**config.mk**
```make
export PLATFORM = sky130hd
export DESIGN_NAME = div_seq_32bit
export DESIGN_NICKNAME = d
export VERILOG_FILES = /design/src/rtl/div_pkg.sv /design/src/rtl/div_step.sv /design/src/rtl/div_seq_32bit.sv
export SDC_FILE = /design/constraint.sdc
export NUM_CORES = 1
export LEC_CHECK = 0
export BUFFER_PORTS_ARGS = -buffer_cell sky130_fd_sc_hd__buf_2
export CORE_MARGIN = 10
export CORE_UTILIZATION = 35
export CTS_CLUSTER_DIAMETER = 80
export DETAILED_ROUTE_END_ITERATION = 8
export PLACE_DENSITY = 0.66
export SLEW_MARGIN = 15
export SYNTH_ARGS = -nofsm -noshare
export SYNTH_HDL_FRONTEND = slang
export SYNTH_SLANG_ARGS = --single-unit
```
**constraint.sdc**
```tcl
create_clock -name clk -period 5 [get_ports clk]
set_input_delay 1.25 -clock clk [delete_from_list [all_inputs] [get_ports clk]]
set_output_delay 1.25 -clock clk [all_outputs]
set_load 0.02 [all_outputs]
```
**src/rtl/div_pkg.sv**
```systemverilog
// rtl/div_pkg.sv - shared types and constants for the sequential divider
package div_pkg;

    localparam int DIV_WIDTH = 32;
    localparam int DIV_CNT_W = $clog2(DIV_WIDTH);

    typedef enum logic [1:0] {
        IDLE  = 2'd0,
        SETUP = 2'd1,
        CALC  = 2'd2,
        DONE  = 2'd3
    } div_state_t;

endpackage

```
**src/rtl/div_step.sv**
```systemverilog
// rtl/div_step.sv - one combinational restoring-division step
module div_step
    import div_pkg::*;
#(
    parameter int WIDTH = DIV_WIDTH
) (
    input  logic [WIDTH-1:0] i_rem,
    input  logic [WIDTH-1:0] i_q,
    input  logic [WIDTH-1:0] i_divisor,
    output logic [WIDTH-1:0] o_rem,
    output logic [WIDTH-1:0] o_q
);

    logic [WIDTH-1:0] w_shift_lo;
    logic [WIDTH-1:0] w_diff;
    logic             w_ge;

    assign w_shift_lo = {i_rem[WIDTH-2:0], i_q[WIDTH-1]};
    // The bit shifted out of rem is the WIDTH-th bit of the trial value; if set,
    // the trial value already exceeds any WIDTH-bit divisor and the low bits of
    // the difference are exact because the result is below the divisor.
    assign w_ge   = i_rem[WIDTH-1] | (w_shift_lo >= i_divisor);
    assign w_diff = w_shift_lo - i_divisor;

    assign o_rem = w_ge ? w_diff : w_shift_lo;
    assign o_q   = {i_q[WIDTH-2:0], w_ge};

endmodule

```
**src/rtl/div_seq_32bit.sv**
```systemverilog
// rtl/div_seq_32bit.sv - iterative restoring divider with valid/ready handshake
// Optional signed truncating division when DIV_SEQ_SIGNED_EN is defined.
module div_seq_32bit
    import div_pkg::*;
#(
    parameter int WIDTH = DIV_WIDTH
) (
    input  logic             clk,
    input  logic             rst_n,
    input  logic             in_valid,
    output logic             in_ready,
`ifdef DIV_SEQ_SIGNED_EN
    input  logic             is_signed,
`endif
    input  logic [WIDTH-1:0] dividend,
    input  logic [WIDTH-1:0] divisor,
    output logic             out_valid,
    input  logic             out_ready,
    output logic [WIDTH-1:0] quotient,
    output logic [WIDTH-1:0] remainder,
    output logic             div_by_zero
);

    localparam int CNT_W = $clog2(WIDTH);

    div_state_t       r_state;
    div_state_t       w_next_state;
    logic             r_in_ready;
    logic [WIDTH-1:0] r_dividend;
    logic [WIDTH-1:0] r_divisor;
    logic [WIDTH-1:0] r_rem;
    logic [WIDTH-1:0] r_q;
    logic [CNT_W-1:0] r_cnt;
    logic             r_dbz;
    logic             w_accept;
    logic             w_out_valid;
    logic             w_div_zero;
    logic [WIDTH-1:0] w_mag_a;
    logic [WIDTH-1:0] w_mag_b;
    logic [WIDTH-1:0] w_step_rem;
    logic [WIDTH-1:0] w_step_q;

`ifdef DIV_SEQ_SIGNED_EN
    logic r_is_signed;
    logic r_neg_q;
    logic r_neg_r;
    logic r_fix_pend;

    assign w_mag_a     = (r_is_signed && r_dividend[WIDTH-1]) ? (-r_dividend) : r_dividend;
    assign w_mag_b     = (r_is_signed && r_divisor[WIDTH-1])  ? (-r_divisor)  : r_divisor;
    assign w_out_valid = (r_state == DONE) && !r_fix_pend;
`else
    assign w_mag_a     = r_dividend;
    assign w_mag_b     = r_divisor;
    assign w_out_valid = (r_state == DONE);
`endif

    assign w_accept   = in_valid && r_in_ready;
    assign w_div_zero = (r_divisor == '0);

    div_step #(
        .WIDTH(WIDTH)
    ) u_step (
        .i_rem    (r_rem),
        .i_q      (r_q),
        .i_divisor(r_divisor),
        .o_rem    (w_step_rem),
        .o_q      (w_step_q)
    );

    always_comb begin
        w_next_state = r_state;
        case (r_state)
            IDLE:    if (w_accept) w_next_state = SETUP;
            SETUP:   w_next_state = w_div_zero ? DONE : CALC;
            CALC:    if (r_cnt == '0) w_next_state = DONE;
            DONE:    if (w_out_valid && out_ready) w_next_state = IDLE;
            default: w_next_state = IDLE;
        endcase
    end

    // in_ready is registered so it stays low during reset and rises on the first edge after
    always_ff @(posedge clk or negedge rst_n) begin
        if (!rst_n) begin
            r_state    <= IDLE;
            r_in_ready <= 1'b0;
        end else begin
            r_state    <= w_next_state;
            r_in_ready <= (w_next_state == IDLE);
        end
    end

    always_ff @(posedge clk or negedge rst_n) begin
        if (!rst_n) begin
            r_dividend <= '0;
            r_divisor  <= '0;
            r_rem      <= '0;
            r_q        <= '0;
            r_cnt      <= '0;
            r_dbz      <= 1'b0;
`ifdef DIV_SEQ_SIGNED_EN
            r_is_signed <= 1'b0;
            r_neg_q     <= 1'b0;
            r_neg_r     <= 1'b0;
            r_fix_pend  <= 1'b0;
`endif
        end else begin
            case (r_state)
                IDLE: begin
                    if (w_accept) begin
                        r_dividend <= dividend;
                        r_divisor  <= divisor;
`ifdef DIV_SEQ_SIGNED_EN
                        r_is_signed <= is_signed;
`endif
                    end
                end
                SETUP: begin
                    if (w_div_zero) begin
                        r_q   <= '0;
                        r_rem <= r_dividend;
                        r_dbz <= 1'b1;
`ifdef DIV_SEQ_SIGNED_EN
                        r_fix_pend <= 1'b0;
`endif
                    end else begin
                        r_q       <= w_mag_a;
                        r_rem     <= '0;
                        r_divisor <= w_mag_b;
                        r_cnt     <= CNT_W'(WIDTH - 1);
                        r_dbz     <= 1'b0;
`ifdef DIV_SEQ_SIGNED_EN
                        r_neg_q    <= r_is_signed && (r_dividend[WIDTH-1] ^ r_divisor[WIDTH-1]);
                        r_neg_r    <= r_is_signed && r_dividend[WIDTH-1];
                        r_fix_pend <= 1'b1;
`endif
                    end
                end
                CALC: begin
                    r_rem <= w_step_rem;
                    r_q   <= w_step_q;
                    r_cnt <= r_cnt - 1'b1;
                end
                DONE: begin
`ifdef DIV_SEQ_SIGNED_EN
                    // Magnitude results become signed here, one cycle before out_valid
                    if (r_fix_pend) begin
                        r_q        <= r_neg_q ? (-r_q) : r_q;
                        r_rem      <= r_neg_r ? (-r_rem) : r_rem;
                        r_fix_pend <= 1'b0;
                    end
`endif
                end
                default: ;
            endcase
        end
    end

    assign in_ready    = r_in_ready;
    assign out_valid   = w_out_valid;
    assign quotient    = r_q;
    assign remainder   = r_rem;
    assign div_by_zero = r_dbz;

endmodule

```
Word-level counts from Yosys, hierarchy flattened
Cells that the tools add are included.

word-level totals
  flip-flop bits (word level) = 137
  bits of input ports = 68
  output and inout bits = 67
  word-level logic and storage cells = 38

cells by class
  add/sub/neg operators = 2
  order comparisons = 1
  equal/unequal tests = 4
  multiplexer cells = 13
  bitwise logic cells = 1
  reduce and logical (&&, ||, !) cells = 9

operator list
  kind                                                                   count
  32-bit case mux with 2 select lines                                    2
  32-bit two-way mux                                                     3
  32-bit >= comparator                                                   1
  32-bit zero test                                                       1
  32-bit subtractor                                                      1
  5-bit case mux with 2 select lines                                     1
  2-bit case mux with 4 select lines                                     1
  2-bit two-way mux                                                      3
  5-bit zero test                                                        1
  5-bit two-way mux                                                      1
  5-bit by 1-bit subtractor with 5-bit output, second input constant     1
  2-bit equality test, second input constant                             2
  2-bit zero test                                                        2
  2-bit AND reduction                                                    2
  2-bit by 1-bit equality test with 1-bit output, second input constant  1
  1-bit logical AND                                                      2
  1-bit two-way mux                                                      2
  2-bit != test, second input constant                                   1
  2-bit nonzero test                                                     1
  1-bit OR                                                               1

Depth between registers and ports, before layout
Gate-level depths: netlist of the first run.

  word-level depth = 5
  mapped depth = 14
  mapped depth without buffers = 12

Hierarchy
A second synthesis of the first run with hierarchy kept.

second synthesis, totals
  cell total of the unflattened synthesis = 1003
  area total of the unflattened synthesis = 9275.1 µm²

by module, submodules not included
  module         times used  cells each  area each (µm²)  sequential area each (µm²)
  div_seq_32bit  1           595         6623.9           3428.3
  div_step       1           408         2651.3           0.0

Worst setup path after synthesis of the first run
No wires, ideal clock.

  path type = reg-to-reg
  from = reg r_q[31], in the netlist quotient[31]
  to = reg r_rem[30], in the netlist remainder[30]
  setup time = 0.124 ns
  arrival = 2.913 ns
  data required time = 4.876 ns
  setup slack = 1.963 ns
  cell stages (with the launch flop) = 13
  buffers on the path = 0
  clock period less this slack = 3.037 ns
  cells stage by stage = dfrtp_1 inv_1 ha_1 fa_1 nand2b_1 a21oi_1 nor4_1 o311ai_1 a41oi_1 or4_1 nand3_1 nor3b_1 nor3_1

on the way
  cells in the longest elaborated chain, start to end = 4
  elaborated cells between the ends (all ways) = 5
  those cells by class = add/sub: 1; order compare: 1; mux: 2; bitwise: 1

RTL lines
  what                                   line                  RTL
  start, declared                        div_seq_32bit.sv:32   logic [WIDTH-1:0] r_q;
  start signal, assigned                 div_seq_32bit.sv:127  r_q <= w_mag_a;
  start signal, assigned                 div_seq_32bit.sv:141  r_q <= w_step_q;
  32-bit >= comparator                   div_step.sv:22        assign w_ge = i_rem[WIDTH-1] | (w_shift_lo >= i_divisor);
  1-bit OR                               div_step.sv:22
  32-bit two-way mux *                   div_step.sv:25        assign o_rem = w_ge ? w_diff : w_shift_lo;
  32-bit case mux with 2 select lines *  div_seq_32bit.sv:108  case (r_state)
  end signal, assigned                   div_seq_32bit.sv:121  r_rem <= r_dividend;
  end signal, assigned                   div_seq_32bit.sv:140  r_rem <= w_step_rem;
  end, declared                          div_seq_32bit.sv:31   logic [WIDTH-1:0] r_rem;

Mark *: on every way between the ends. The rest lies on a longest branch, timed or not.
A chain may end at the register's enable or synchronous reset.

Worst setup path after layout of the first run
  from = reg r_rem[16], in the netlist remainder[16]
  to = reg r_rem[12], in the netlist remainder[12]

on the way
  cells in the longest elaborated chain, start to end = 4

RTL lines
  what                                 line
  32-bit >= comparator                 div_step.sv:22
  1-bit OR                             div_step.sv:22
  32-bit two-way mux                   div_step.sv:25
  32-bit case mux with 2 select lines  div_seq_32bit.sv:108

Every way passes these cells.

==> results of run 1 <==
-- logic make-up (layout without fill, tap and decap cells) --
| kind of cell | after synthesis | count (layout) | synth area share, % |
|---|---|---|---|
| and+or+nand+nor | 249 | 249 | 15.36 |
| AOI/OAI and AO/OA | 248 | 248 | 18.70 |
| DFF | 137 | 137 | 41.89 |
| buffers and inverters | 106 | 225 | 5.076 |
| muxes | 78 | 78 | 10.56 |
| adders and majority gates | 39 | 39 | 6.054 |
| xor gates and xnor gates | 22 | 22 | 2.354 |
| other | 0 | 1 | 0 |
-- metrics by stage --
step / area, µm² / setup WS (ns) / util, % / std cells / hold slack (ns)
final: 9727 / 1.279 / 42.57 / 1312 / 0.4896
after floorplan: 8184 / 1.963 / - / 879 / 0.4509
after global routing: 9724 / 0.8677 / 42.56 / 1311 / 0.5269
after global placement: 9124 / 1.329 / 39.93 / 1279 / 0.4689
after detailed placement: 9124 / 1.293 / 39.93 / 1279 / 0.4809
after CTS: 9724 / 1.277 / 42.56 / 1311 / 0.4904
-- metal layers --
layer / vias up / global-route usage, % / part of all wire, %
met5: - / 0 / 0
met4: 0 / 4.384 / 1.4
met3: 22 / 3.572 / 4.6
met2: 167 / 22.20 / 42
met1: 3276 / 22.30 / 52
li1: 3378 / - / -
-- area by class of cell --
class	instances	area, µm²
Clock buffer	18	439.2
Tap cell	313	391.6
Fill cell	2326	13120
Antenna cell	1	2.502
Clock inverter	14	161.4
Timing Repair Buffer	141	729.5
Multi-Input combinational cell	636	4379
Inverter	52	195.2
Sequential cell	137	3428
-- worst max-delay path: cells and delay by family (launching register included) --
kind,cells,cell delay [ns]
simple gates,2,0.72
buf+inv,1,0.46
compound gates,7,1.57
flops,1,0.42
fa+ha+maj,1,0.42
-- flip-flops by register name, summed over array words and instances, names as in the netlist --
name         cells
quotient        32
r_dividend      32
r_divisor       32
remainder       32
r_cnt            5
r_state          2
div_by_zero      1
in_ready         1
-- final timing paths --
| kind | startpoint | to | slack, ns | cells after the start |
|---|---|---|---|---|
| worst max register to register | remainder[16] | remainder[12] | 1.28 | 11 |
| max in group asynchronous | rst_n | r_divisor[28] | 3.19 | 2 |
| min in group asynchronous | rst_n | quotient[6] | 0.81 | 1 |
| worst min-delay path | r_cnt[3] | r_cnt[3] | 0.49 | 1 |
| worst min register to register | r_cnt[3] | r_cnt[3] | 0.49 | 1 |
| worst max-delay path | remainder[16] | remainder[12] | 1.28 | 11 |
-- cell usage in the layout, fill, tap and decap left out, types with 9 or more instances in the layout --
master	n
sky130_fd_sc_hd__dfrtp_1	137
sky130_fd_sc_hd__buf_2	133
sky130_fd_sc_hd__a21oi_1	109
sky130_fd_sc_hd__nor2_1	76
sky130_fd_sc_hd__mux2_2	67
sky130_fd_sc_hd__inv_1	52
sky130_fd_sc_hd__nand2_1	52
sky130_fd_sc_hd__o21ai_0	39
sky130_fd_sc_hd__ha_1	36
sky130_fd_sc_hd__nor3b_1	33
sky130_fd_sc_hd__a21o_1	20
sky130_fd_sc_hd__nand3_1	19
sky130_fd_sc_hd__and3_1	18
sky130_fd_sc_hd__clkbuf_16	17
sky130_fd_sc_hd__a31oi_1	15
sky130_fd_sc_hd__xnor2_1	13
sky130_fd_sc_hd__mux2i_1	11
sky130_fd_sc_hd__nor3_1	10
sky130_fd_sc_hd__nor4_1	9
sky130_fd_sc_hd__a211oi_1	9
sky130_fd_sc_hd__xor2_1	9
==> qor.json, run 1 <==
{
  "run_status": {"value": "finished clean"},
  "synth.top_cell.area_share": {"value": 41.89, "unit": "%"},
  "die_footprint": {"value": 29900, "unit": "µm²"},
  "number_of_antenna_violations_at_the_first_check_in_global_routing": {"value": 1},
  "cts-buffers-inserted": {"value": 17},
  "ctsLongestPathBuffers": {"value": 2},
  "async_reset_ff_share": {"value": 100.0, "unit": "%"},
  "std_cell_rows": {"value": 55},
  "synth-warning-count": {"value": 0},
  "setup.worst_path.end_class": {"value": "register"},
  "synth_top_area_cells": {"value": "sky130_fd_sc_hd__dfrtp_1 42%, sky130_fd_sc_hd__mux2_2 9.2%, sky130_fd_sc_hd__a21oi_1 6.7%"},
  "worst-setup-path-type": {"value": "register to register"},
  "number_of_iterations_in_the_first_detailed_routing_pass": {"value": 5},
  "timing.final.max_slew_violations": {"value": 0},
  "timing.max_slew.rel_slack": {"value": 35.42, "unit": "%"},
  "wire_length_of_the_first_global_routing_pass": {"value": 37.53, "unit": "mm"},
  "portBuffers": {"value": 134},
  "detailedRoute.firstIterationViolations": {"value": 366},
  "hold_path_class": {"value": "register to register"},
  "via_count_of_the_first_global_routing_pass": {"value": 6700},
  "finalSetupViolCount": {"value": 0},
  "worst_path_largest_cell_delay": {"value": 0.62, "unit": "ns"},
  "via_count": {"value": 6843},
  "drt_drc_violations_left": {"value": 0},
  "floorplan.initialDensity": {"value": 35.82, "unit": "%"},
  "cts_tree": {"value": "yes"},
  "synth.distinct_cells": {"value": 60},
  "num_io_pins": {"value": 135},
  "path_common_cell": {"value": "sky130_fd_sc_hd__a21o_1"},
  "ys_dominant_reg_cell": {"value": "sky130_fd_sc_hd__dfrtp_1"},
  "grt_overflow_total": {"value": 0},
  "drv.max_cap_violation_count": {"value": 0},
  "post_cts_resize_count": {"value": 0},
  "worst_path_cell_chain": {"value": "ha_1 > a21o_1 > a21o_1 > a2111oi_4 > o2bb2ai_1 > a311oi_2 > nand3_2 > buf_4 > nor2_1 > a211oi_1 > a211o_1"},
  "detailed_place_hpwl": {"value": 17.47, "unit": "mm"},
  "count_of_flip_flops_with_a_built_in_enable_after_synthesis": {"value": 0},
  "timing.critical_path.fanout_max": {"value": 40},
  "yosysTopAreaCell": {"value": "sky130_fd_sc_hd__dfrtp_1"},
  "wire_per_inst": {"value": 17.87, "unit": "µm"},
  "min_period_over_period": {"value": 74.42, "unit": "%"},
  "synth_seq_cells": {"value": 137},
  "fp.coreArea": {"value": 22850, "unit": "µm²"},
  "yosysSeqAreaShare": {"value": 41.89, "unit": "%"},
  "clock-sinks": {"value": 137},
  "die_w": {"value": 172.9, "unit": "µm"},
  "clock_pin_slew_reported_for_the_worst_setup_and_hold_paths_after_clock_tree_synthesis": {"value": 0.06, "unit": "ns"},
  "syn_nets": {"value": 986},
  "post_synth_instance_area": {"value": 8184, "unit": "µm²"},
  "yosysMostFrequentCell": {"value": "sky130_fd_sc_hd__dfrtp_1"},
  "globalplace.congestion": {"value": 0.8853},
  "synthesis.instances": {"value": 879},
  "grt_max_degree": {"value": 82},
  "timing.critical_path.from_type": {"value": "register"},
  "postRouteWirelength": {"value": 23.45, "unit": "mm"},
  "clock-skew-final": {"value": 0.01318, "unit": "ns"},
  "flow.area_growth_from_synthesis": {"value": 18.85, "unit": "%"},
  "cts-hold-fix-buffers": {"value": 0},
  "syn-mean-instance-area": {"value": 9.311, "unit": "µm²"},
  "cts_max_level": {"value": 4},
  "fraction_of_layout_instances_using_a_drive_strength_above_1": {"value": 25.25, "unit": "%"},
  "grt_usage": {"value": 15.38, "unit": "%"},
  "crit_arrival": {"value": 4.03, "unit": "ns"},
  "cts_setup_buffers": {"value": 0},
  "die-height": {"value": 172.9, "unit": "µm"},
  "setup_tns": {"value": 0, "unit": "ns"},
  "grt_setup_unrepaired": {"value": "false"},
  "fmax": {"value": 0.2688, "unit": "GHz"},
  "synth.cells.most_frequent": {"value": "137 x sky130_fd_sc_hd__dfrtp_1, 109 x sky130_fd_sc_hd__a21oi_1, 76 x sky130_fd_sc_hd__nor2_1"},
  "detail-route-antenna-nets": {"value": 0},
  "finalHoldViolCount": {"value": 0},
  "critPathSlowestCell": {"value": "sky130_fd_sc_hd__nand3_2"},
  "nNetsFinal": {"value": 1092},
  "clock_latency": {"value": 0.43, "unit": "ns"},
  "cts_root_buf": {"value": "sky130_fd_sc_hd__clkbuf_16"},
  "fin_crit": {"value": 3.721, "unit": "ns"},
  "worst_slew_pin_tran": {"value": 0.9687, "unit": "ns"},
  "cp_data_required_time": {"value": 5.31, "unit": "ns"},
  "post_drt_via_cell_ratio": {"value": 5.216}
}
Power of run 1 is left out: the tool's default activity adds up to more than one toggle a clock period on the data nets, which glitch-free logic cannot reach.
==> inputs of run 2 (changes only) <==
clock period = 3.45 ns   (was 5 ns; I/O delays follow)
==> qor.json, run 2 (same netlist as run 1, synthesis figures left out) <==
{
  "run_status": {"value": "finished clean"},
  "grt_overflow_total": {"value": 0, "change": "unchanged"},
  "number_of_iterations_in_the_first_detailed_routing_pass": {"value": 6, "change": "+1"},
  "portBuffers": {"value": 134, "change": "unchanged"},
  "cts_tree": {"value": "yes"},
  "cts-buffers-inserted": {"value": 17, "change": "unchanged"},
  "postRouteWirelength": {"value": 23.73, "unit": "mm", "change": "+1.2%"},
  "std_cell_rows": {"value": 55, "change": "unchanged"},
  "clock_pin_slew_reported_for_the_worst_setup_and_hold_paths_after_clock_tree_synthesis": {"value": 0.06, "unit": "ns", "change": "about the same"},
  "worst-setup-path-type": {"value": "register to register"},
  "clock-skew-final": {"value": 0.01816, "unit": "ns", "change": "+0.004983 ns"},
  "wire_per_inst": {"value": 17.92, "unit": "µm", "change": "+0.28%"},
  "detailed_place_hpwl": {"value": 17.82, "unit": "mm", "change": "+2.0%"},
  "die_footprint": {"value": 29900, "unit": "µm²", "change": "unchanged"},
  "clock_latency": {"value": 0.43, "unit": "ns", "change": "about the same"},
  "timing.critical_path.fanout_max": {"value": 4, "change": "-90%"},
  "drv.max_cap_violation_count": {"value": 0, "change": "unchanged"},
  "number_of_antenna_violations_at_the_first_check_in_global_routing": {"value": 1, "change": "unchanged"},
  "post_drt_via_cell_ratio": {"value": 5.236, "change": "+0.40%"},
  "fin_crit": {"value": 3.152, "unit": "ns", "change": "-0.5691 ns"},
  "wire_length_of_the_first_global_routing_pass": {"value": 37.96, "unit": "mm", "change": "+1.2%"},
  "fp.coreArea": {"value": 22850, "unit": "µm²", "change": "unchanged"},
  "timing.final.max_slew_violations": {"value": 0, "change": "unchanged"},
  "post-place-cells": {"value": 1292, "change": "+1.0%"},
  "cts-hold-fix-buffers": {"value": 0, "change": "unchanged"},
  "setup_ws": {"value": 0.2982, "unit": "ns", "change": "-0.9809 ns"},
  "globalplace.congestion": {"value": 0.8942, "change": "+1.0%"},
  "critPathSlowestCell": {"value": "sky130_fd_sc_hd__or4_1"},
  "floorplan.initialDensity": {"value": 35.82, "unit": "%", "change": "unchanged"},
  "worst-path-buf-inv": {"value": 1, "change": "unchanged"},
  "die_w": {"value": 172.9, "unit": "µm", "change": "unchanged"},
  "worst_slew_pin_tran": {"value": 0.7574, "unit": "ns", "change": "-0.2113 ns"},
  "ctsLongestPathBuffers": {"value": 2, "change": "unchanged"},
  "critical-path-top-delay-family": {"value": "simple AND/OR/NAND/NOR gates"},
  "setup.worst_path.end_class": {"value": "register"},
  "cts_setup_buffers": {"value": 0, "change": "unchanged"},
  "fmax": {"value": 0.3173, "unit": "GHz", "change": "+18%"},
  "via_count": {"value": 6933, "change": "+1.3%"},
  "detailedRoute.firstIterationViolations": {"value": 405, "change": "+11%"},
  "timing.critical_path.from_type": {"value": "register"},
  "grt_setup_unrepaired": {"value": "false"},
  "detail-route-antenna-nets": {"value": 0, "change": "unchanged"},
  "power.static_leakage": {"value": 4.670, "unit": "nW"},
  "finalHoldViolCount": {"value": 0, "change": "unchanged"},
  "cts_root_buf": {"value": "sky130_fd_sc_hd__clkbuf_16"},
  "worst_path_cell_chain": {"value": "inv_1 > ha_1 > fa_1 > nand2b_1 > a21oi_1 > nor4_2 > o311ai_2 > a41oi_1 > or4_1 > nand3_1 > nor3b_1 > nor3_1"},
  "min_period_over_period": {"value": 91.36, "unit": "%", "change": "+17 points"},
  "power_consumption": {"value": 12.71, "unit": "mW"},
  "layout.cells.most_common_list": {"value": "137 x sky130_fd_sc_hd__dfrtp_1, 133 x sky130_fd_sc_hd__buf_2, 109 x sky130_fd_sc_hd__a21oi_1, 76 x sky130_fd_sc_hd__nor2_1, 67 x sky130_fd_sc_hd__mux2_2"},
  "clock-sinks": {"value": 137, "change": "unchanged"},
  "flow.area_growth_from_synthesis": {"value": 20.93, "unit": "%"},
  "layout_commonest_cell": {"value": "sky130_fd_sc_hd__dfrtp_1"},
  "timing.max_slew.rel_slack": {"value": 49.45, "unit": "%", "change": "+14 points"},
  "postPlaceCellArea": {"value": 9259, "unit": "µm²", "change": "+1.5%"},
  "nNetsFinal": {"value": 1105, "change": "+1.2%"},
  "hold_path_class": {"value": "primary input to async pin"},
  "post-route-cell-area": {"value": 9897, "unit": "µm²", "change": "+1.7%"},
  "cts_max_level": {"value": 4, "change": "unchanged"},
  "place_ws": {"value": 0.2042, "unit": "ns", "change": "-1.088 ns"},
  "via_count_of_the_first_global_routing_pass": {"value": 6811, "change": "+1.7%"},
  "final_cells": {"value": 1324, "change": "+0.91%"},
  "crit_arrival": {"value": 3.45, "unit": "ns", "change": "-0.58 ns"},
  "max-vdd-ir-drop": {"value": 659.9, "unit": "µV"},
  "power-per-cell-area": {"value": 1284, "unit": "nW/µm²"},
  "drt_drc_violations_left": {"value": 0, "change": "unchanged"},
  "finalSetupViolCount": {"value": 0, "change": "unchanged"},
  "fraction_of_layout_instances_using_a_drive_strength_above_1": {"value": 26.14, "unit": "%", "change": "+0.89 points"},
  "num_io_pins": {"value": 135, "change": "unchanged"},
  "cp_data_required_time": {"value": 3.75, "unit": "ns", "change": "-1.56 ns"},
  "worst_path_largest_cell_delay": {"value": 0.55, "unit": "ns", "change": "-0.07 ns"},
  "die-height": {"value": 172.9, "unit": "µm", "change": "unchanged"},
  "grt_max_degree": {"value": 70, "change": "-15%"},
  "setup_tns": {"value": 0, "unit": "ns", "change": "unchanged"},
  "grt_usage": {"value": 15.45, "unit": "%", "change": "+0.070 points"}
}
[run 2: cell types whose count changed in the layout (fill, tap and decap cells not counted), moves of 2 or more]
cell                         change
sky130_fd_sc_hd__buf_12          +3
sky130_fd_sc_hd__buf_4          +10
sky130_fd_sc_hd__bufinv_16       +2
sky130_fd_sc_hd__clkbuf_1        +3
sky130_fd_sc_hd__clkinvlp_4      -2
sky130_fd_sc_hd__inv_6           -4
[run 2: worst reg2reg max path: cells and delay by family, from the launching register on]
kind,cells,cell delay (ns)
and+or+nand+nor,6,1.16
DFF,1,0.37
AOI/OAI and AO/OA,3,0.84
buffers and inverters,1,0.06
adders and majority gates,2,0.60
[run 2: layout make-up]
cell class                 count  area, µm²
antenna                        1      2.502
clock buffer                  20      436.7
clock inverter                11      173.9
fill                        2277      12950
inverter                      52      195.2
multi-input combinational    636       4404
sequential                   137       3428
tap                          313      391.6
timing repair buffer         154      864.6
[run 2: final timing paths]
check	startpoint	end	slack, ns	cells after the start
min in group clk	r_cnt[3]	r_cnt[3]	0.48	1
hold reg to reg	r_cnt[3]	r_cnt[3]	0.48	1
hold / removal	rst_n	quotient[6]	0.42	1
setup reg to reg	quotient[31]	remainder[30]	0.30	12
setup / recovery	quotient[31]	remainder[30]	0.30	12
max in group asynchronous	rst_n	r_divisor[31]	2.15	2
[run 2: metal layers]
layer / track usage, % / wire [µm] / vias up
li1: - / - / 3392
met1: 21.97 / 11890 / 3319
met2: 22.75 / 10200 / 198
met3: 3.638 / 1258 / 24
met4: 4.492 / 377 / 0
met5: 0 / 0 / -
[run 2: power breakdown]
| part | internal [mW] | leakage (nW) | switching [mW] |
|---|---|---|---|
| clock network | 1.21 | 0.286 | 0.725 |
| registers | 2.44 | 1.64 | 0.786 |
| logic | 3.15 | 2.74 | 4.40 |
| total | 6.80 | 4.67 | 5.91 |
[run 2: per-stage QoR]
stage               util [%]  hold WS [ns]
finish                 43.32        0.4160
global route           43.31        0.4724
CTS                    43.20        0.4487
detailed placement     40.53        0.4763
global placement       40.53        0.4720
floorplan                  -        0.4509
[run 2: timing repair]
item / in CTS / in global routing
resized for setup: 0 / 4
endpoints found under the setup margin: 0 / 3
endpoints found under the hold margin: 0 / 0
Power figures use the tool's default switching activity.
